$ cat config.mk
export PLATFORM = sky130hd
export DESIGN_NAME = seg7_mmss_counter
export DESIGN_NICKNAME = d
export VERILOG_FILES = /design/src/rtl/seg7_pkg.sv /design/src/rtl/sync_edge_det.sv /design/src/rtl/seg7_mmss_counter.sv
export SDC_FILE = /design/constraint.sdc
export NUM_CORES = 1
export LEC_CHECK = 0
export CORE_ASPECT_RATIO = 2
export CORE_UTILIZATION = 40
export DETAILED_ROUTE_END_ITERATION = 6
export SETUP_SLACK_MARGIN = 0.5
export SYNTH_ARGS = -nofsm -noshare
export SYNTH_HDL_FRONTEND = slang
export SYNTH_SLANG_ARGS = --single-unit
$ cat constraint.sdc
create_clock -name clki -period 2.25 [get_ports clki]
set_input_delay 0.225 -clock clki [delete_from_list [all_inputs] [get_ports clki]]
set_output_delay 0.225 -clock clki [all_outputs]
set_load 0.005 [all_outputs]
$ cat src/rtl/seg7_pkg.sv
// Shared types and segment encodings for the MM:SS 7-segment counter.
package seg7_pkg;

   typedef logic [1:0] digit_idx_t;
   typedef logic [3:0] bcd_t;

   // Low-true segment patterns, bit order {g,f,e,d,c,b,a}
   localparam logic [6:0] SEG_0   = 7'b1000000;
   localparam logic [6:0] SEG_1   = 7'b1111001;
   localparam logic [6:0] SEG_2   = 7'b0100100;
   localparam logic [6:0] SEG_3   = 7'b0110000;
   localparam logic [6:0] SEG_4   = 7'b0011001;
   localparam logic [6:0] SEG_5   = 7'b0010010;
   localparam logic [6:0] SEG_6   = 7'b0000010;
   localparam logic [6:0] SEG_7   = 7'b1111000;
   localparam logic [6:0] SEG_8   = 7'b0000000;
   localparam logic [6:0] SEG_9   = 7'b0010000;
   localparam logic [6:0] SEG_OFF = 7'b1111111;

   function automatic logic [6:0] seg_decode(input bcd_t d);
      case (d)
         4'd0:    seg_decode = SEG_0;
         4'd1:    seg_decode = SEG_1;
         4'd2:    seg_decode = SEG_2;
         4'd3:    seg_decode = SEG_3;
         4'd4:    seg_decode = SEG_4;
         4'd5:    seg_decode = SEG_5;
         4'd6:    seg_decode = SEG_6;
         4'd7:    seg_decode = SEG_7;
         4'd8:    seg_decode = SEG_8;
         4'd9:    seg_decode = SEG_9;
         default: seg_decode = SEG_OFF;
      endcase
   endfunction

endpackage

$ cat src/rtl/sync_edge_det.sv
// 2-FF synchroniser followed by a registered rising-edge pulse.
// The pulse is one cycle wide and appears 3 clk cycles after the input rises.
module sync_edge_det (
   input  logic clk,
   input  logic rst_n,
   input  logic d_in,
   output logic pulse
);

   logic s1_q, s1_d;
   logic s2_q, s2_d;
   logic prev_q, prev_d;
   logic pulse_q, pulse_d;

   // Next-state: shift through the synchroniser, flag a 0->1 transition
   always_comb begin
      s1_d    = d_in;
      s2_d    = s1_q;
      prev_d  = s2_q;
      pulse_d = s2_q & ~prev_q;
   end

   // State registers; prev resets to 0 so a level already high at release yields one pulse
   always_ff @(posedge clk or negedge rst_n) begin
      if (!rst_n) begin
         s1_q    <= 1'b0;
         s2_q    <= 1'b0;
         prev_q  <= 1'b0;
         pulse_q <= 1'b0;
      end else begin
         s1_q    <= s1_d;
         s2_q    <= s2_d;
         prev_q  <= prev_d;
         pulse_q <= pulse_d;
      end
   end

   assign pulse = pulse_q;

endmodule

$ cat src/rtl/seg7_mmss_counter.sv
// BCD MM:SS counter driving a 4-digit multiplexed common-anode 7-segment display.
// clk_hz / clk_khz are sampled as data in the clki domain.
// Optional macro SEG7_MMSS_BLANK_EN enables leading-zero blanking of the minute digits.
module seg7_mmss_counter
   import seg7_pkg::*;
#(
   parameter int unsigned MIN_LIMIT      = 59,
   parameter bit          SEG_ACTIVE_LOW = 1'b1
) (
   input  logic       clki,
   input  logic       rst_n,
   input  logic       clk_hz,
   input  logic       clk_khz,
   input  logic       run,
   input  logic       clr,
   output logic [6:0] seg,
   output logic       dp,
   output logic [3:0] an,
   output logic       wrap
);

   localparam bcd_t LIM_TENS = bcd_t'(MIN_LIMIT / 10);
   localparam bcd_t LIM_ONES = bcd_t'(MIN_LIMIT % 10);
   localparam logic INACT    = SEG_ACTIVE_LOW;

   logic sec_tick;
   logic scan_tick;

   bcd_t sec_ones_q, sec_ones_d;
   bcd_t sec_tens_q, sec_tens_d;
   bcd_t min_ones_q, min_ones_d;
   bcd_t min_tens_q, min_tens_d;
   logic wrap_q, wrap_d;

   digit_idx_t idx_q, idx_d;
   logic [3:0] an_q, an_d;
   logic [6:0] seg_q, seg_d;
   logic       dp_q, dp_d;

   bcd_t       sel;
   logic [3:0] an_lt;
   logic [6:0] seg_lt;
   logic       dp_lt;
   logic       blank;

   sync_edge_det u_sync_hz (
      .clk   (clki),
      .rst_n (rst_n),
      .d_in  (clk_hz),
      .pulse (sec_tick)
   );

   sync_edge_det u_sync_khz (
      .clk   (clki),
      .rst_n (rst_n),
      .d_in  (clk_khz),
      .pulse (scan_tick)
   );

   // Time count: clear beats tick; tick advances only when run is high
   always_comb begin
      sec_ones_d = sec_ones_q;
      sec_tens_d = sec_tens_q;
      min_ones_d = min_ones_q;
      min_tens_d = min_tens_q;
      wrap_d     = 1'b0;
      if (clr) begin
         sec_ones_d = '0;
         sec_tens_d = '0;
         min_ones_d = '0;
         min_tens_d = '0;
      end else if (sec_tick && run) begin
         if (sec_ones_q != 4'd9) begin
            sec_ones_d = sec_ones_q + 1'b1;
         end else begin
            sec_ones_d = '0;
            if (sec_tens_q != 4'd5) begin
               sec_tens_d = sec_tens_q + 1'b1;
            end else begin
               sec_tens_d = '0;
               if (min_tens_q == LIM_TENS && min_ones_q == LIM_ONES) begin
                  min_ones_d = '0;
                  min_tens_d = '0;
                  wrap_d     = 1'b1;
               end else if (min_ones_q == 4'd9) begin
                  min_ones_d = '0;
                  min_tens_d = min_tens_q + 1'b1;
               end else begin
                  min_ones_d = min_ones_q + 1'b1;
               end
            end
         end
      end
   end

   // Display scan: on each scan tick, step the index and latch the new digit's drive
   always_comb begin
      idx_d  = idx_q;
      an_d   = an_q;
      seg_d  = seg_q;
      dp_d   = dp_q;
      sel    = '0;
      an_lt  = '1;
      seg_lt = SEG_OFF;
      dp_lt  = 1'b1;
      blank  = 1'b0;
      if (scan_tick) begin
         idx_d = idx_q + 1'b1;
         case (idx_d)
            2'd0:    sel = sec_ones_q;
            2'd1:    sel = sec_tens_q;
            2'd2:    sel = min_ones_q;
            default: sel = min_tens_q;
         endcase
         an_lt  = ~(4'b0001 << idx_d);
         seg_lt = seg_decode(sel);
         dp_lt  = (idx_d != 2'd2);
`ifdef SEG7_MMSS_BLANK_EN
         blank = ((idx_d == 2'd3) && (min_tens_q == 4'd0)) ||
                 ((idx_d == 2'd2) && (min_tens_q == 4'd0) && (min_ones_q == 4'd0));
`else
         blank = 1'b0;
`endif
         if (blank) begin
            an_lt  = '1;
            seg_lt = SEG_OFF;
            dp_lt  = 1'b1;
         end
         an_d  = SEG_ACTIVE_LOW ? an_lt  : ~an_lt;
         seg_d = SEG_ACTIVE_LOW ? seg_lt : ~seg_lt;
         dp_d  = SEG_ACTIVE_LOW ? dp_lt  : ~dp_lt;
      end
   end

   // Count and wrap registers
   always_ff @(posedge clki or negedge rst_n) begin
      if (!rst_n) begin
         sec_ones_q <= '0;
         sec_tens_q <= '0;
         min_ones_q <= '0;
         min_tens_q <= '0;
         wrap_q     <= 1'b0;
      end else begin
         sec_ones_q <= sec_ones_d;
         sec_tens_q <= sec_tens_d;
         min_ones_q <= min_ones_d;
         min_tens_q <= min_tens_d;
         wrap_q     <= wrap_d;
      end
   end

   // Scan index and display output registers; reset forces every output inactive
   always_ff @(posedge clki or negedge rst_n) begin
      if (!rst_n) begin
         idx_q <= '0;
         an_q  <= {4{INACT}};
         seg_q <= {7{INACT}};
         dp_q  <= INACT;
      end else begin
         idx_q <= idx_d;
         an_q  <= an_d;
         seg_q <= seg_d;
         dp_q  <= dp_d;
      end
   end

   assign seg  = seg_q;
   assign dp   = dp_q;
   assign an   = an_q;
   assign wrap = wrap_q;

endmodule

==> results of run 1 <==
==> logic make-up (layout without fill, tap and decap cells) <==
kind of cell / after synthesis / in the layout / share of synthesized area (%)
simple gates: 65 / 66 / 18.7
fa+ha+maj: 16 / 16 / 9.80
mux: 7 / 7 / 3.43
buf+inv: 20 / 65 / 4.10
xor+xnor: 4 / 4 / 1.72
flops: 38 / 38 / 47.2
compound gates: 48 / 48 / 15.0
==> cell usage after synthesis, types with 4 or more instances <==
cell type,n,area [sq um]
dfrtp_1,27,676
ha_1,16,200
a21oi_1,14,70.1
o21ai_0,14,70.1
nand2_1,13,48.8
nor2_1,12,45.0
dfstp_2,11,289
inv_1,11,41.3
mux2i_1,7,70.1
nor2b_1,7,43.8
clkbuf_1,6,22.5
a31oi_1,4,25.0
or4_1,4,30.0
==> cells in the final DEF, fill, tap and decap left out, drive strengths merged, types with 3 or more instances in the layout <==
master,count
a22oi,3
dfstp,11
nor2b,7
a21oi,14
nor2,12
clkbuf,6
nor3b,3
or3,3
ha,16
or4,4
mux2i,7
inv,11
and3,3
nand3,5
o21ai,14
xor2,3
buf,29
a31oi,4
nand2,13
nand2b,3
clkdlybuf4s50,17
dfrtp,27
==> per-stage QoR <==
stage | cells | TNS (ns)
finish | 301 | 0
CTS | 293 | 0
floorplan | 198 | 0
global route | 301 | -0.0451
global placement | 269 | 0
detailed placement | 269 | 0
==> power breakdown <==
group          internal [mW]  switching [mW]  leakage (nW)
Clock                  0.473           0.251        0.0714
Combinational          0.389           0.314         0.655
Sequential             0.815          0.0668         0.470
Total                   1.68           0.632          1.20
==> critical path, cell delays in order (launching register included) <==
cell and delay [ns]:
dfrtp_1 0.44, inv_2 0.09, ha_4 0.17, a222oi_1 0.54, mux2i_4 0.21, ha_4 0.26
nand2b_4 0.13, o32ai_2 0.21, a31oi_1 0.08
==> sequential cells by signal, indices dropped and copies added (netlist names) <==
signal and count:
an 3, dp 1, idx_q 2, min_ones_q 4, min_tens_q 4, sec_ones_q 4, sec_tens_q 4, seg 7
u_sync_hz.prev_d 1, u_sync_hz.prev_q 1, u_sync_hz.pulse 1, u_sync_hz.s1_q 1, u_sync_khz.prev_d 1, u_sync_khz.prev_q 1, u_sync_khz.pulse 1, u_sync_khz.s1_q 1
wrap 1
==> worst paths after layout <==
| path | from | end | slack, ns |
|---|---|---|---|
| max | idx_q[0]$_DFFE_PN0P_ | seg[3]$_DFFE_PN1P_ | 0.04 |
| min | rst_n | u_sync_hz.prev_d$_DFF_PN0_ | 0.05 |
| max reg2reg | idx_q[0]$_DFFE_PN0P_ | seg[3]$_DFFE_PN1P_ | 0.04 |
| min reg2reg | u_sync_hz.s1_q$_DFF_PN0_ | u_sync_hz.prev_d$_DFF_PN0_ | 0.36 |
| max in group asynchronous | rst_n | sec_tens_q[0]$_DFFE_PN0P_ | 1.62 |
| min in group clki | u_sync_hz.s1_q$_DFF_PN0_ | u_sync_hz.prev_d$_DFF_PN0_ | 0.36 |
==> layer usage <==
layer	up-vias	wire, microns	GRT usage (%)	part of all wire, %
li1	797	-	-	-
met1	800	1900	21.2	39
met2	33	2720	34.3	56
met3	13	118	3.10	2.4
met4	0	152	9.72	3.1
met5	-	0	0	0
==> repair_timing <==
action / 4_1_cts / 5_1_grt
endpoints found under the setup margin: 15 / 16
resized for setup: 16 / 17
hold endpoints to repair: 0 / 0
pin swaps: 14 / 4
setup buffers: 15 / 8
cloned: 1 / 0
==> layout make-up <==
type                    instances  area share [%]
inverters                      11            1.48
clock buffers                   6            2.97
multi-input cells             141            41.8
well taps                      57            2.56
clock inverters                 2            2.16
flip-flops and latches         38            34.7
repair buffers                 46            14.4
==> flow_summary.json, run 1 <==
{
  "status": "finished clean",
  "setup_slack_ns": 0.0401,
  "place.gp.congestion": 0.787,
  "endpoint_kind": "register",
  "syn_inst": 198,
  "die_w_microns": 52.5,
  "post-dp-hpwl_mm": 2.92,
  "clock_latency_ns": 0.29,
  "post-place-ws_ns": 0.119,
  "whs_ns": 0.0479,
  "die_area_sq_um": 5410,
  "ir_worst_vdd_mv": 0.557,
  "drt-total-wl_mm": 4.89,
  "seqCellArea_sq_um": 966,
  "synth_cell_types": 45,
  "dr_total_vias": 1643,
  "fill_cells": 431,
  "nNetsFinal": 265,
  "finalHoldViolCount": 0,
  "cts-root-buf": "clkbuf_8",
  "drc": 0,
  "synth_seq_area_share_pct": 47.2,
  "yosysWarnings": 0,
  "required_ns": 2.46,
  "synth_edf_count": 0,
  "drt_first_iter_violations": 35,
  "synth-seq-cells": 38,
  "grt_first_pass_wirelength_mm": 7.55,
  "clock_skew_ns": 0.00523,
  "antenna_found_initial": 0,
  "cap_violations": 0,
  "fin_area_sq_um": 2780,
  "min_period_ns": 2.21,
  "clockBufferDepth": 2,
  "grt_overflow": 0,
  "leakagePower_nw": 1.20,
  "ioPinCount": 19,
  "netlist_area_sq_um": 2040,
  "grtUsageTotal_pct": 19.2,
  "core_sq_um": 4910,
  "finalPower_mw": 2.31,
  "critPathKind": "register to register",
  "post_drt_wl_per_cell_microns": 16.3,
  "dpl_cell_area_sq_um": 2310,
  "cts_sinks": 38,
  "relSlewSlack_pct": 42.6,
  "crit_fanout": 4,
  "grt_setup_unrepaired": "yes",
  "numCtsBuffers": 5,
  "grt_max_degree": 39,
  "critPathLaunchType": "register",
  "area_growth_pct": 36.3,
  "ant_nets": 0,
  "slew_violations": 0,
  "firstDrtPassIters": 4,
  "cts_hold_buf": 0,
  "via_per_inst": 5.46,
  "drive_above_1_share_pct": 33.6,
  "syn_avg_cell_area_sq_um": 10.3,
  "die_y_microns": 103,
  "cts_tree": "built",
  "worst_pin_slew_ns": 0.862,
  "hold_path_class": "primary input to async pin",
  "power.density_nw_per_um2": 830,
  "syn-num-nets": 220,
  "htree_levels": 2,
  "port_buffers": 18,
  "synth-main-ff-cell": "dfrtp_1",
  "multi_input_area_sq_um": 1160,
  "min_period_over_period_pct": 98.2,
  "rows": 36,
  "reg2regPathDepth": 8,
  "cp.arrival_ns": 2.42,
  "initial_core_util_pct": 41.6,
  "fmax_mhz": 453,
  "diodes": 0,
  "grt_pass1_vias": 1600,
  "clk_pin_slew_ns": 0.08,
  "post-route-util_pct": 56.7,
  "setup_viol": 0,
  "synth-async-reset-ratio_pct": 100
}
(Power assumes the default switching activity.)
==> run 2: changes to the inputs <==
--- a/config.mk
+++ b/config.mk
@@ -11,4 +11,5 @@
 export SETUP_SLACK_MARGIN = 0.5
 export SYNTH_ARGS = -nofsm -noshare
 export SYNTH_HDL_FRONTEND = slang
+export SYNTH_HIERARCHICAL = 1
 export SYNTH_SLANG_ARGS = --single-unit
==> flow_summary.json, run 2 <==
{
  "syn-num-nets": 215,
  "syn_inst": 193,
  "reg2regPathDepth": 10,
  "worst_pin_slew_ns": 0.863,
  "max_stage_delay_ns": 0.46,
  "cp_slowest_cell": "dfrtp_2",
  "yosysWarnings": 6,
  "dr_total_vias": 1693,
  "synthTopCellsByCount": "dfrtp_1 (27), a21oi_1 (17), ha_1 (16), nand2_1 (16), inv_1 (14)",
  "initial_core_util_pct": 41.6,
  "power.density_nw_per_um2": 720,
  "cap_violations": 0,
  "ioPinCount": 19,
  "post-dp-hpwl_mm": 3.52,
  "post_drt_wl_per_cell_microns": 17.8,
  "setup_viol": 0,
  "layout_common_cells": "buf_4 (28), dfrtp_1 (21), clkdlybuf4s50_1 (17)",
  "grt_first_pass_wirelength_mm": 8.44,
  "critPathKind": "register to register",
  "synth-main-ff-cell": "dfrtp_1",
  "drive_above_1_share_pct": 41.7,
  "critical_path.cell_chain": "inv_2 -> ha_1 -> inv_4 -> buf_12 -> mux2i_4 -> buf_4 -> ha_1 -> nand2b_1 -> o32ai_1 -> a21oi_1",
  "endpoint_kind": "register",
  "min_period_over_period_pct": 91.6,
  "drc": 0,
  "clockBufferDepth": 2,
  "synth_top_area_cell": "dfrtp_1",
  "synth-seq-cells": 38,
  "synth_edf_count": 0,
  "fin_area_sq_um": 2830,
  "die_y_microns": 103,
  "leakagePower_nw": 1.17,
  "via_per_inst": 5.57,
  "port_buffers": 18,
  "netlist_area_sq_um": 2030,
  "slew_violations": 0,
  "post-place-ws_ns": 0.0941,
  "relSlewSlack_pct": 42.5,
  "synth-async-reset-ratio_pct": 100,
  "cts_tree": "built",
  "dpl_cell_area_sq_um": 2300,
  "clk_pin_slew_ns": 0.08,
  "hold_path_class": "primary input to async pin",
  "synth_cell_types": 49,
  "finalHoldViolCount": 0,
  "fin_tns_setup_ns": 0,
  "synth_seq_area_share_pct": 47.6,
  "cp_common_cell": "ha_1",
  "critPathLaunchType": "register",
  "fmax_mhz": 485,
  "cts-root-buf": "clkbuf_8",
  "htree_levels": 2,
  "rrSetupSlack_ns": 0.19,
  "ir_worst_vdd_mv": 0.585,
  "grt_pass1_vias": 1814,
  "grtUsageTotal_pct": 21.6,
  "cts_sinks": 38,
  "required_ns": 2.46,
  "placedCellCount": 266,
  "clock_latency_ns": 0.29,
  "synth_most_common_cell": "dfrtp_1",
  "fill_cells": 401,
  "grt_setup_unrepaired": "yes",
  "synthTopCellsByArea": "dfrtp_1 (33%), dfstp_2 (14%), ha_1 (9.9%)",
  "final_common_cell": "buf_4",
  "nNetsFinal": 268,
  "status": "finished clean",
  "cp.arrival_ns": 2.28,
  "area_growth_pct": 39.7,
  "finalNonFillerCells": 304,
  "crit_fanout": 4,
  "firstDrtPassIters": 5,
  "largest_reg_flops": 7,
  "grt_max_degree": 39,
  "place.gp.congestion": 0.924,
  "reg2reg_from": "idx_q[0]$_DFFE_PN0P_",
  "whs_ns": 0.0435,
  "syn_avg_cell_area_sq_um": 10.5,
  "grt_overflow": 0,
  "setup_slack_ns": 0.188,
  "min_period_ns": 2.06,
  "antenna_found_initial": 0,
  "yosysTopAreaCellShare_pct": 33.4,
  "drt_first_iter_violations": 34,
  "ant_nets": 0,
  "numCtsBuffers": 5,
  "drt-total-wl_mm": 5.42,
  "r2r_end": "seg[0]$_DFFE_PN1P_",
  "core_sq_um": 4860,
  "clock_skew_ns": 0.00725,
  "die_w_microns": 52.3,
  "diodes": 0,
  "rows": 36,
  "die_area_sq_um": 5370
}
==> run 2: cell count changes in the layout (fill, tap and decap cells not counted), moves of 3 or more <==
| cell | delta |
|---|---|
| nor2_1 | -5 |
| inv_1 | +3 |
| dfrtp_1 | -5 |
| o21ai_1 | +3 |
| mux2i_1 | -3 |
| nor2b_1 | -5 |
| dfrtp_2 | +5 |
| a21oi_2 | +4 |
| a31oi_1 | -4 |
| buf_4 | +4 |
==> run 2: timing repair <==
| item | CTS | global route |
|---|---|---|
| setup buffers | 19 | 9 |
| pin swaps | 8 | 13 |
| cloned | 1 | 1 |
| setup endpoints to repair | 15 | 16 |
| hold buffers | 0 | 0 |
| gates resized for setup | 20 | 27 |
==> run 2: report_power, final <==
| group | leakage (nW) | internal, mW | switching, mW | total [mW] |
|---|---|---|---|---|
| registers | 0.463 | 0.797 | 0.0683 | 0.866 |
| clock network | 0.0455 | 0.250 | 0.232 | 0.482 |
| logic | 0.666 | 0.380 | 0.310 | 0.690 |
| total | 1.17 | 1.43 | 0.610 | 2.04 |
==> run 2: metal layers <==
layer  share of wire (%)  vias to the layer above  global-route usage (%)
li1                    -                      799                       -
met1                  34                      824                    20.2
met2                  56                       44                    40.3
met3                 2.6                       26                    3.54
met4                 7.4                        0                    14.8
met5                   0                        -                       0
==> run 2: how the worst max path moves through the flow <==
stage | start | to | slack, ns | depth (start not counted)
6_report | idx_q[0]$_DFFE_PN0P_ | seg[0]$_DFFE_PN1P_ | 0.19 | 10
5_1_grt | idx_q[1]$_DFFE_PN0P_ | seg[3]$_DFFE_PN1P_ | 0.09 | 9
4_1_cts | idx_q[1]$_DFFE_PN0P_ | seg[6]$_DFFE_PN1P_ | 0.21 | 7
3_5_place_dp | idx_q[0]$_DFFE_PN0P_ | seg[3]$_DFFE_PN1P_ | 0.09 | 9
3_3_place_gp | idx_q[0]$_DFFE_PN0P_ | seg[1]$_DFFE_PN1P_ | 0.15 | 7
2_1_floorplan | idx_q[0]$_DFFE_PN0P_ | seg[3]$_DFFE_PN1P_ | 0.28 | 8
==> run 2: cells by family after synthesis <==
logic type | count (synthesis) | share of synthesized area [%]
buf+inv | 21 | 4.20
xor+xnor | 5 | 2.16
simple gates | 60 | 18.8
fa+ha+maj | 16 | 9.88
flops | 38 | 47.6
mux | 5 | 2.72
compound gates | 48 | 14.6
==> run 2: cell type report <==
cell class              count  area, sq um  share of cell area (%)
multi-input cells         136         1190                    42.0
flip-flops and latches     38          972                    34.4
repair buffers             51          450                    15.9
clock buffers               8         90.1                    3.18
well taps                  57         71.3                    2.52
inverters                  14         57.6                    2.03
==> run 2: stage by stage <==
step	util, %	power, mW
CTS	54.4	1.95
global route	58.2	2.16
finish	58.2	2.04
floorplan	-	1.12
global placement	47.3	1.30
detailed placement	47.3	1.32
==> run 2: critical path, delay by kind of cell (launching register included) <==
kind	cells	cell delay (ns)
multiplexers	1	0.20
flip-flops	1	0.46
buffers and inverters	4	0.49
adder cells (fa/ha/maj)	2	0.42
AO/OA/AOI/OAI	2	0.29
AND/OR/NAND/NOR	1	0.14
==> run 3: changes to the inputs <==
--- a/config.mk
+++ b/config.mk
@@ -5,10 +5,14 @@
 export SDC_FILE = /design/constraint.sdc
 export NUM_CORES = 1
 export LEC_CHECK = 0
+export CELL_PAD_IN_SITES_DETAIL_PLACEMENT = 1
+export CELL_PAD_IN_SITES_GLOBAL_PLACEMENT = 2
 export CORE_ASPECT_RATIO = 2
-export CORE_UTILIZATION = 40
+export CORE_UTILIZATION = 37
 export DETAILED_ROUTE_END_ITERATION = 6
+export PLACE_DENSITY_LB_ADDON = 0.1
 export SETUP_SLACK_MARGIN = 0.5
+export SLEW_MARGIN = 20
 export SYNTH_ARGS = -nofsm -noshare
 export SYNTH_HDL_FRONTEND = slang
 export SYNTH_HIERARCHICAL = 1
==> flow_summary.json, run 3 (synthesis gave the netlist of run 2 again) <==
{
  "ant_nets": 0,
  "die_y_microns": 107,
  "status": "finished clean",
  "slew_violations": 0,
  "required_ns": 2.46,
  "grtUsageTotal_pct": 21.8,
  "drc": 0,
  "die_area_sq_um": 5790,
  "grt_pass1_vias": 1859,
  "numCtsBuffers": 5,
  "cts_tree": "built",
  "core_sq_um": 5180,
  "reg2regPathDepth": 9,
  "clock_skew_ns": 0.00514,
  "fin_area_sq_um": 2800,
  "ir_worst_vdd_mv": 0.583,
  "cts_sinks": 38,
  "largest_reg_flops": 7,
  "clockBufferDepth": 2,
  "layout_common_cells": "dfrtp_1 (20), buf_4 (20), clkdlybuf4s50_1 (17)",
  "worst_pin_slew_ns": 0.868,
  "fin_tns_setup_ns": 0,
  "rows": 37,
  "area_growth_pct": 38.4,
  "fmax_mhz": 475,
  "dpl_cell_area_sq_um": 2290,
  "min_period_over_period_pct": 93.5,
  "max_stage_delay_ns": 0.40,
  "firstDrtPassIters": 4,
  "die_w_microns": 54.3,
  "critPathKind": "register to register",
  "leakagePower_nw": 1.17,
  "power.density_nw_per_um2": 815,
  "min_period_ns": 2.10,
  "via_per_inst": 5.57,
  "place.gp.congestion": 0.769,
  "endpoint_kind": "register",
  "clock_latency_ns": 0.29,
  "fill_cells": 569,
  "path_buf_inv": 2,
  "whs_ns": 0.0382,
  "critPathLaunchType": "register",
  "rrSetupSlack_ns": 0.15,
  "hold_path_class": "primary input to async pin",
  "cp_slowest_cell": "dfrtp_1",
  "path_depth": 9,
  "ioPinCount": 19,
  "critical_path.cell_chain": "buf_4 -> ha_2 -> a222oi_1 -> mux2i_4 -> ha_1 -> inv_1 -> nand2_1 -> o32ai_2 -> a21oi_1",
  "cap_violations": 0,
  "clk_pin_slew_ns": 0.08,
  "drive_above_1_share_pct": 39.2,
  "cp_top_family": "compound AO/OA/AOI/OAI gates",
  "antenna_found_initial": 0,
  "cts-root-buf": "clkbuf_8",
  "htree_levels": 2,
  "grt_first_pass_wirelength_mm": 9.03,
  "finalPower_mw": 2.28,
  "drt-total-wl_mm": 5.84,
  "post-dp-hpwl_mm": 3.64,
  "drt_first_iter_violations": 21,
  "dr_total_vias": 1659,
  "crit_fanout": 5,
  "finalHoldViolCount": 0,
  "cp.arrival_ns": 2.32,
  "grt_max_degree": 39,
  "post_drt_wl_per_cell_microns": 19.6,
  "initial_core_util_pct": 39.1,
  "diodes": 0,
  "port_buffers": 18,
  "relSlewSlack_pct": 42.1,
  "nNetsFinal": 261,
  "grt_overflow": 0,
  "grt_setup_unrepaired": "yes",
  "setup_viol": 0,
  "post-route-util_pct": 54.1
}
## run 3: final cells by class
type / instances / area (sq um) / share of cell area, %
Clock buffer: 6 / 82.6 / 2.95
Clock inverter: 2 / 60.1 / 2.14
Timing Repair Buffer: 46 / 424 / 15.1
Tap cell: 58 / 72.6 / 2.59
Multi-Input combinational cell: 134 / 1140 / 40.5
Sequential cell: 38 / 973 / 34.7
Inverter: 14 / 55.1 / 1.96
## run 3: timing repair
item                                    CTS  global route
endpoints found under the setup margin   14            14
pin swaps                                 8            11
gates resized for setup                  25            25
hold buffers                              0             0
buffers inserted                         19             6
## run 3: report_power, final
group | switching, mW | internal, mW | total, mW
Sequential | 0.0595 | 0.797 | 0.856
Clock | 0.264 | 0.473 | 0.737
Combinational | 0.323 | 0.368 | 0.690
## run 3: worst reg2reg max path: cells and delay by family (launching register included)
family | cells | cell delay, ns
muxes | 1 | 0.16
AOI/OAI and AO/OA | 3 | 0.65
adders and majority gates | 2 | 0.51
DFF | 1 | 0.40
buffers and inverters | 2 | 0.25
and+or+nand+nor | 1 | 0.07
## run 3: path summary, 6_finish.rpt
path,to,from
min reg2reg,u_sync_hz/prev_d$_DFF_PN0_,u_sync_hz/s1_q$_DFF_PN0_
max in group asynchronous,sec_ones_q[0]$_DFFE_PN0P_,rst_n
min in group clki,u_sync_hz/prev_d$_DFF_PN0_,u_sync_hz/s1_q$_DFF_PN0_
min,idx_q[1]$_DFFE_PN0P_,rst_n
max reg2reg,seg[3]$_DFFE_PN1P_,idx_q[1]$_DFFE_PN0P_
max,seg[3]$_DFFE_PN1P_,idx_q[1]$_DFFE_PN0P_
## run 3: stage by stage
| step | cells | worst slack, ns |
|---|---|---|
| floorplan | 193 | 0.283 |
| global placement | 265 | 0.117 |
| detailed placement | 265 | 0.0436 |
| CTS | 292 | 0.163 |
| global route | 298 | 0.0751 |
| finish | 298 | 0.145 |
## run 3: metal layers
layer  track usage [%]  routed length, microns  vias to the layer above  part of all wire (%)
li1                  -                       -                      776                     -
met1              20.9                    2090                      854                    36
met2              42.5                    3550                       21                    61
met3              2.84                      95                        8                   1.6
met4              7.88                     110                        0                   1.9
met5                 0                       0                        -                     0
